==> src/rtl/ws281x_frame_sched.sv <==
`default_nettype none
// ============================================================================
// Module   : ws281x_frame_sched
// Brief    : Streams N pixel words from RAM, MSB first, one bit per
//            timing-generator handshake, then holds a latch gap.
//            Define WS281X_RGBW_EN for 32-bit RGBW pixels (default 24-bit).
// Revision : 1.0
// ============================================================================
module ws281x_frame_sched (
  input  logic        clk_in,
  input  logic        rst_in,
  input  logic        frame_start_in,
  input  logic [7:0]  pix_cnt_in,
  input  logic [15:0] rst_cnt_in,
  output logic        ram_rd_en_out,
  output logic [7:0]  ram_rd_addr_out,
`ifdef WS281X_RGBW_EN
  input  logic [31:0] ram_rd_data_in,
`else
  input  logic [23:0] ram_rd_data_in,
`endif
  output logic        bit_rdy_out,
  output logic        bit_data_out,
  input  logic        bit_done_in,
  output logic        busy_out,
  output logic        frame_done_out
);

`ifdef WS281X_RGBW_EN
  localparam int PW = 32;
`else
  localparam int PW = 24;
`endif
  localparam int CW = $clog2(PW);

  localparam logic [2:0] S_IDLE  = 3'd0;
  localparam logic [2:0] S_READ  = 3'd1;
  localparam logic [2:0] S_LOAD  = 3'd2;
  localparam logic [2:0] S_SEND  = 3'd3;
  localparam logic [2:0] S_WAIT  = 3'd4;
  localparam logic [2:0] S_LATCH = 3'd5;
  localparam logic [2:0] S_DONE  = 3'd6;

  logic [2:0]    state_q, state_d;
  logic [7:0]    npix_q, npix_d;
  logic [7:0]    idx_q, idx_d;
  logic [15:0]   gap_q, gap_d;
  logic [15:0]   lcnt_q, lcnt_d;
  logic [PW-1:0] shreg_q, shreg_d;
  logic [CW-1:0] bcnt_q, bcnt_d;
  logic          bit_q, bit_d;
  logic          start_ok;
  logic          last_pix;

  assign start_ok = frame_start_in && (pix_cnt_in != 8'd0);
  // Widened so that idx+1 cannot wrap when N = 255.
  assign last_pix = ({1'b0, idx_q} + 9'd1) >= {1'b0, npix_q};

  always_ff @(posedge clk_in) begin
    if (rst_in) begin
      state_q <= S_IDLE;
    end else begin
      state_q <= state_d;
    end
  end

  always_comb begin
    state_d = state_q;
    case (state_q)
      S_IDLE:  if (start_ok) state_d = S_READ;
      S_READ:  state_d = S_LOAD;
      S_LOAD:  state_d = S_SEND;
      S_SEND:  state_d = S_WAIT;
      S_WAIT: begin
        if (bit_done_in) begin
          if (bcnt_q != '0)   state_d = S_SEND;
          else if (!last_pix) state_d = S_READ;
          else                state_d = S_LATCH;
        end
      end
      S_LATCH: if (lcnt_q <= 16'd1) state_d = S_DONE;
      S_DONE:  state_d = S_IDLE;
      default: state_d = S_IDLE;
    endcase
  end

  always_comb begin
    ram_rd_en_out   = (state_q == S_READ);
    ram_rd_addr_out = idx_q;
    bit_rdy_out     = (state_q == S_SEND);
    bit_data_out    = (state_q == S_SEND) ? shreg_q[PW-1] : bit_q;
    busy_out        = (state_q != S_IDLE);
    frame_done_out  = (state_q == S_DONE);
  end

  always_comb begin
    npix_d  = npix_q;
    idx_d   = idx_q;
    gap_d   = gap_q;
    lcnt_d  = lcnt_q;
    shreg_d = shreg_q;
    bcnt_d  = bcnt_q;
    bit_d   = bit_q;
    case (state_q)
      S_IDLE: begin
        if (start_ok) begin
          npix_d = pix_cnt_in;
          gap_d  = rst_cnt_in;
          idx_d  = 8'd0;
        end
      end
      S_LOAD: begin
        shreg_d = ram_rd_data_in;
        bcnt_d  = CW'(PW - 1);
      end
      // Hold the presented bit so the line value stays put through WAIT.
      S_SEND: bit_d = shreg_q[PW-1];
      S_WAIT: begin
        if (bit_done_in) begin
          if (bcnt_q != '0) begin
            shreg_d = {shreg_q[PW-2:0], 1'b0};
            bcnt_d  = bcnt_q - 1'b1;
          end else if (!last_pix) begin
            idx_d = idx_q + 8'd1;
          end else begin
            lcnt_d = (gap_q == 16'd0) ? 16'd1 : gap_q;
            bit_d  = 1'b0;
          end
        end
      end
      S_LATCH: lcnt_d = lcnt_q - 16'd1;
      default: ;
    endcase
  end

  always_ff @(posedge clk_in) begin
    if (rst_in) begin
      npix_q  <= '0;
      idx_q   <= '0;
      gap_q   <= '0;
      lcnt_q  <= '0;
      shreg_q <= '0;
      bcnt_q  <= '0;
      bit_q   <= 1'b0;
    end else begin
      npix_q  <= npix_d;
      idx_q   <= idx_d;
      gap_q   <= gap_d;
      lcnt_q  <= lcnt_d;
      shreg_q <= shreg_d;
      bcnt_q  <= bcnt_d;
      bit_q   <= bit_d;
    end
  end

endmodule
`default_nettype wire

==> config.mk <==
export PLATFORM = sky130hd
export DESIGN_NAME = ws281x_frame_sched
export DESIGN_NICKNAME = d
export VERILOG_FILES = /design/src/rtl/ws281x_frame_sched.sv
export SDC_FILE = /design/constraint.sdc
export NUM_CORES = 1
export LEC_CHECK = 0
export BUFFER_PORTS_ARGS = -buffer_cell sky130_fd_sc_hd__buf_2
export CAP_MARGIN = 20
export CORE_MARGIN = 2
export CORE_UTILIZATION = 59
export CTS_BUF_LIST = sky130_fd_sc_hd__clkbuf_4
export CTS_CLUSTER_SIZE = 30
export DETAILED_ROUTE_END_ITERATION = 16
export HOLD_SLACK_MARGIN = 0.12
export PLACE_DENSITY = 0.89
export SLEW_MARGIN = 30
export SYNTH_ARGS = -nofsm -noshare
export SYNTH_HDL_FRONTEND = slang
export SYNTH_SLANG_ARGS = --single-unit
==> constraint.sdc <==
create_clock -name clk_in -period 3.1 [get_ports clk_in]
set_input_delay 0.31 -clock clk_in [delete_from_list [all_inputs] [get_ports clk_in]]
set_output_delay 0.31 -clock clk_in [all_outputs]
set_load 0.03 [all_outputs]
==> flow_metrics.py <==
metrics = {
    "worst_hold_path": {
        "hold_class": "input pin to register",
        "worst_hold_path.num_cells": 3,
        "holdCritStartpoint": "ram_rd_data_in[7]",
        "timing.hold.worst_endpoint": "shreg_q[7]",
    },
    "logic_synthesis": {
        "synth-seq-cells": 81,
        "syn_avg_cell_area_um2": 8.371,
        "post-synth-top-count-cell": "sky130_fd_sc_hd__dfxtp_1",
        "async_reset_ff_share_pct": 0,
        "netlist.area_leader.share_pct": 38.21,
        "number_of_flops_mapped_to_enable_cells_by_yosys": 0,
        "synth_nets": 571,
        "leading_area_contributor_after_synthesis": "sky130_fd_sc_hd__dfxtp_1",
        "synth_instances": 507,
        "synth.yosys.seq_area_share_pct": 38.21,
        "yosys-top-cells-count": "sky130_fd_sc_hd__dfxtp_1 (81), sky130_fd_sc_hd__nand2_1 (73), sky130_fd_sc_hd__nor2_1 (65)",
        "synth.yosys.warnings": 0,
        "synth_cell_type_count": 62,
        "post_synth_instance_area_um2": 4244,
        "yosys_most_used_dff": "sky130_fd_sc_hd__dfxtp_1",
        "largest_cells_by_area_after_synthesis": "sky130_fd_sc_hd__dfxtp_1 (38%), sky130_fd_sc_hd__mux2i_1 (7.1%), sky130_fd_sc_hd__nand2_1 (6.5%), sky130_fd_sc_hd__nor2_1 (5.7%), sky130_fd_sc_hd__a311oi_1 (5.2%)",
    },
    "sta": {
        "worst_relative_slew_slack_pct": 45.66,
        "rsz0062_at_grt": "false",
        "clock.fmax_ghz": 0.3314,
        "fin_skew_ns": 0.02191,
        "worstMarginPinSlew_ns": 0.8076,
        "count_of_final_hold_check_violations": 0,
        "setup_viol": 0,
        "period_needed_ns": 3.017,
        "timing.setup.tns_ns": 0,
        "final-max-slew-violation-count": 0,
        "post-route-worst-setup-slack_ns": 0.08280,
        "post-route-period-util_pct": 97.33,
        "fin_worst_hold_slack_ns": 0.1198,
    },
    "placement": {
        "place_ws_ns": 0.06921,
        "global_placer_s_final_weighted_congestion": 0.8576,
        "dp_hpwl_mm": 7.429,
        "numPlacedInstances": 642,
        "placement.io_buffers": 64,
    },
    "critical_path": {
        "reg2reg_slack_ns": 0.08,
        "timing.setup.critical_path_class": "register to register",
        "cp.arrival_ns": 3.36,
        "crit_path_end_kind": "register",
        "timing.critical_path.required_ns": 3.45,
        "r2r_start": "ram_rd_addr_out[0]",
        "critPathLaunchType": "register",
        "r2r_end": "ram_rd_addr_out[0]",
        "timing.reg2reg.worst_path_depth": 10,
        "worstPathMaxFanout": 8,
    },
    "cells_and_area": {
        "drive_gt1_share_pct": 18.54,
        "instances_no_fill": 684,
        "antenna_cells": 0,
        "n_fill_cell": 492,
        "regArea_um2": 1622,
        "multi_input_gate_area_um2": 2430,
        "flow.area_growth_from_synthesis_pct": 18.96,
        "layout.nets": 647,
    },
    "route": {
        "dr.pass1.iters": 5,
        "detail_route.wirelength_mm": 11.59,
        "post_drt_wl_per_cell_um": 16.94,
        "final_antenna_net_count": 0,
        "num_vias": 4270,
        "iter_0_drt_violations": 475,
        "vias_per_cell": 6.243,
        "drc_errors": 0,
    },
    "outcome": {
        "status": "finished, final reports clean",
    },
    "die": {
        "die_width_um": 88.82,
        "die-area_um2": 7888,
        "core_um2": 6869,
        "io_pins": 65,
        "row_count": 30,
        "initial_core_util_pct": 61.79,
        "die_y_um": 88.82,
    },
    "pwr": {
        "irDropWorstVdd_uv": 701.3,
        "total_leakage_power_nw": 2.113,
        "power-per-cell-area_nw_per_um2": 967.0,
    },
    "grt": {
        "grt_antenna_before_repair": 0,
        "grt_start_max_net_pins": 49,
        "grt_util_all_layers_pct": 29.34,
        "global_route_wire_length_before_repair_mm": 18.22,
        "first_global_vias": 4020,
        "grt_overflow": 0,
    },
    "clock_network": {
        "cts_buffer_count": 9,
        "cts_tree": "done",
        "clock_latency_on_the_worst_skew_pair_ns": 0.45,
        "clock_tree.root_cell": "sky130_fd_sc_hd__clkbuf_4",
        "sinks_on_clock_net": 81,
        "cts.path.max_buffers": 2,
        "cts_h_tree_depth": 3,
        "clkSlewWorstSetupHoldPaths_ns": 0.14,
    },
    "run": {
        "max_cap_violations": 0,
    },
}
logic make-up after synthesis:
family                     after synthesis  synth area share [%]
xor gates and xnor gates                14                 2.889
adders and majority gates               12                 3.538
DFF                                     81                 38.21
buffers and inverters                   47                 4.835
AOI/OAI and AO/OA                       97                 17.04
muxes                                   32                 7.606
and+or+nand+nor                        224                 25.88
report_power, final:
part / switching, mW / total [mW] / internal (mW)
clock: 0.388 / 0.808 / 0.420
combinational: 1.44 / 2.46 / 1.01
sequential: 0.286 / 1.62 / 1.33
final cells by class:
type / instances / area share (%)
multi-input cells: 379 / 48.13
flip-flops and latches: 81 / 32.12
repair buffers: 100 / 12.74
well taps: 96 / 2.379
clock inverters: 6 / 2.255
clock buffers: 10 / 1.487
inverters: 12 / 0.8922
worst max-delay path by stage:
stage / cells after the start / end / from
finish: 10 / ram_rd_addr_out[0] / ram_rd_addr_out[0]
CTS: 9 / ram_rd_addr_out[0] / ram_rd_addr_out[0]
floorplan: 11 / ram_rd_addr_out[0] / ram_rd_addr_out[0]
global route: 10 / ram_rd_addr_out[0] / ram_rd_addr_out[0]
detailed placement: 9 / ram_rd_addr_out[0] / ram_rd_addr_out[0]
global placement: 10 / ram_rd_addr_out[0] / ram_rd_addr_out[0]
critical path, stage by stage, from the launching register on:
cell and delay, ns:
sky130_fd_sc_hd__dfxtp_1 0.48, sky130_fd_sc_hd__ha_1 0.23, sky130_fd_sc_hd__nand3_1 0.16, sky130_fd_sc_hd__nor2_1 0.19
sky130_fd_sc_hd__xor2_1 0.24, sky130_fd_sc_hd__ha_1 0.31, sky130_fd_sc_hd__nand3_1 0.12, sky130_fd_sc_hd__o211ai_1 0.14
sky130_fd_sc_hd__a211o_2 0.39, sky130_fd_sc_hd__a22oi_4 0.31, sky130_fd_sc_hd__mux2_1 0.35
cell usage in the layout (no fill, tap or decap), drive strengths merged, types with 4 or more instances in the layout:
master,instances
nand2b,11
clkbuf,10
dfxtp,81
nor3b,4
o211ai,9
dlygate4sd3,21
ha,12
inv,13
a21oi,14
nor2,65
xnor2,6
o21ai,10
mux2i,30
nor4,10
a31oi,12
a211oi,6
nand2,73
nor3,13
nand3,22
xor2,8
a311oi,25
buf,79
repair_timing:
action,CTS,global route
hold buffers,17,4
resized for setup,0,2
endpoints found under the setup margin,0,9
hold endpoints to repair,17,4
buffers inserted,0,5
metrics by stage:
| step | power (mW) | instance area (um2) | util [%] |
|---|---|---|---|
| after floorplan | 3.408 | 4244 | - |
| after global placement | 3.789 | 4606 | 67.05 |
| after detailed placement | 3.898 | 4606 | 67.05 |
| after CTS | 4.719 | 4965 | 72.28 |
| after global routing | 5.187 | 5049 | 73.50 |
| final | 4.882 | 5049 | 73.50 |
metal layers:
layer | vias up | track usage, % | part of all wire [%]
met5 | - | 0 | 0
met4 | 0 | 13.91 | 4.2
met3 | 50 | 7.276 | 7.4
met2 | 211 | 48.91 | 49
met1 | 2025 | 35.41 | 39
li1 | 1984 | - | -
flip-flops by register name (all words and copies together), names as in the netlist:
signal and flops:
npix_q 8, shreg_q 24, ram_rd_addr_out 8, gap_q 16, lcnt_q 16, state_q 3, bcnt_q 5, bit_q 1
Note: power is estimated with default switching activity, not from simulation.
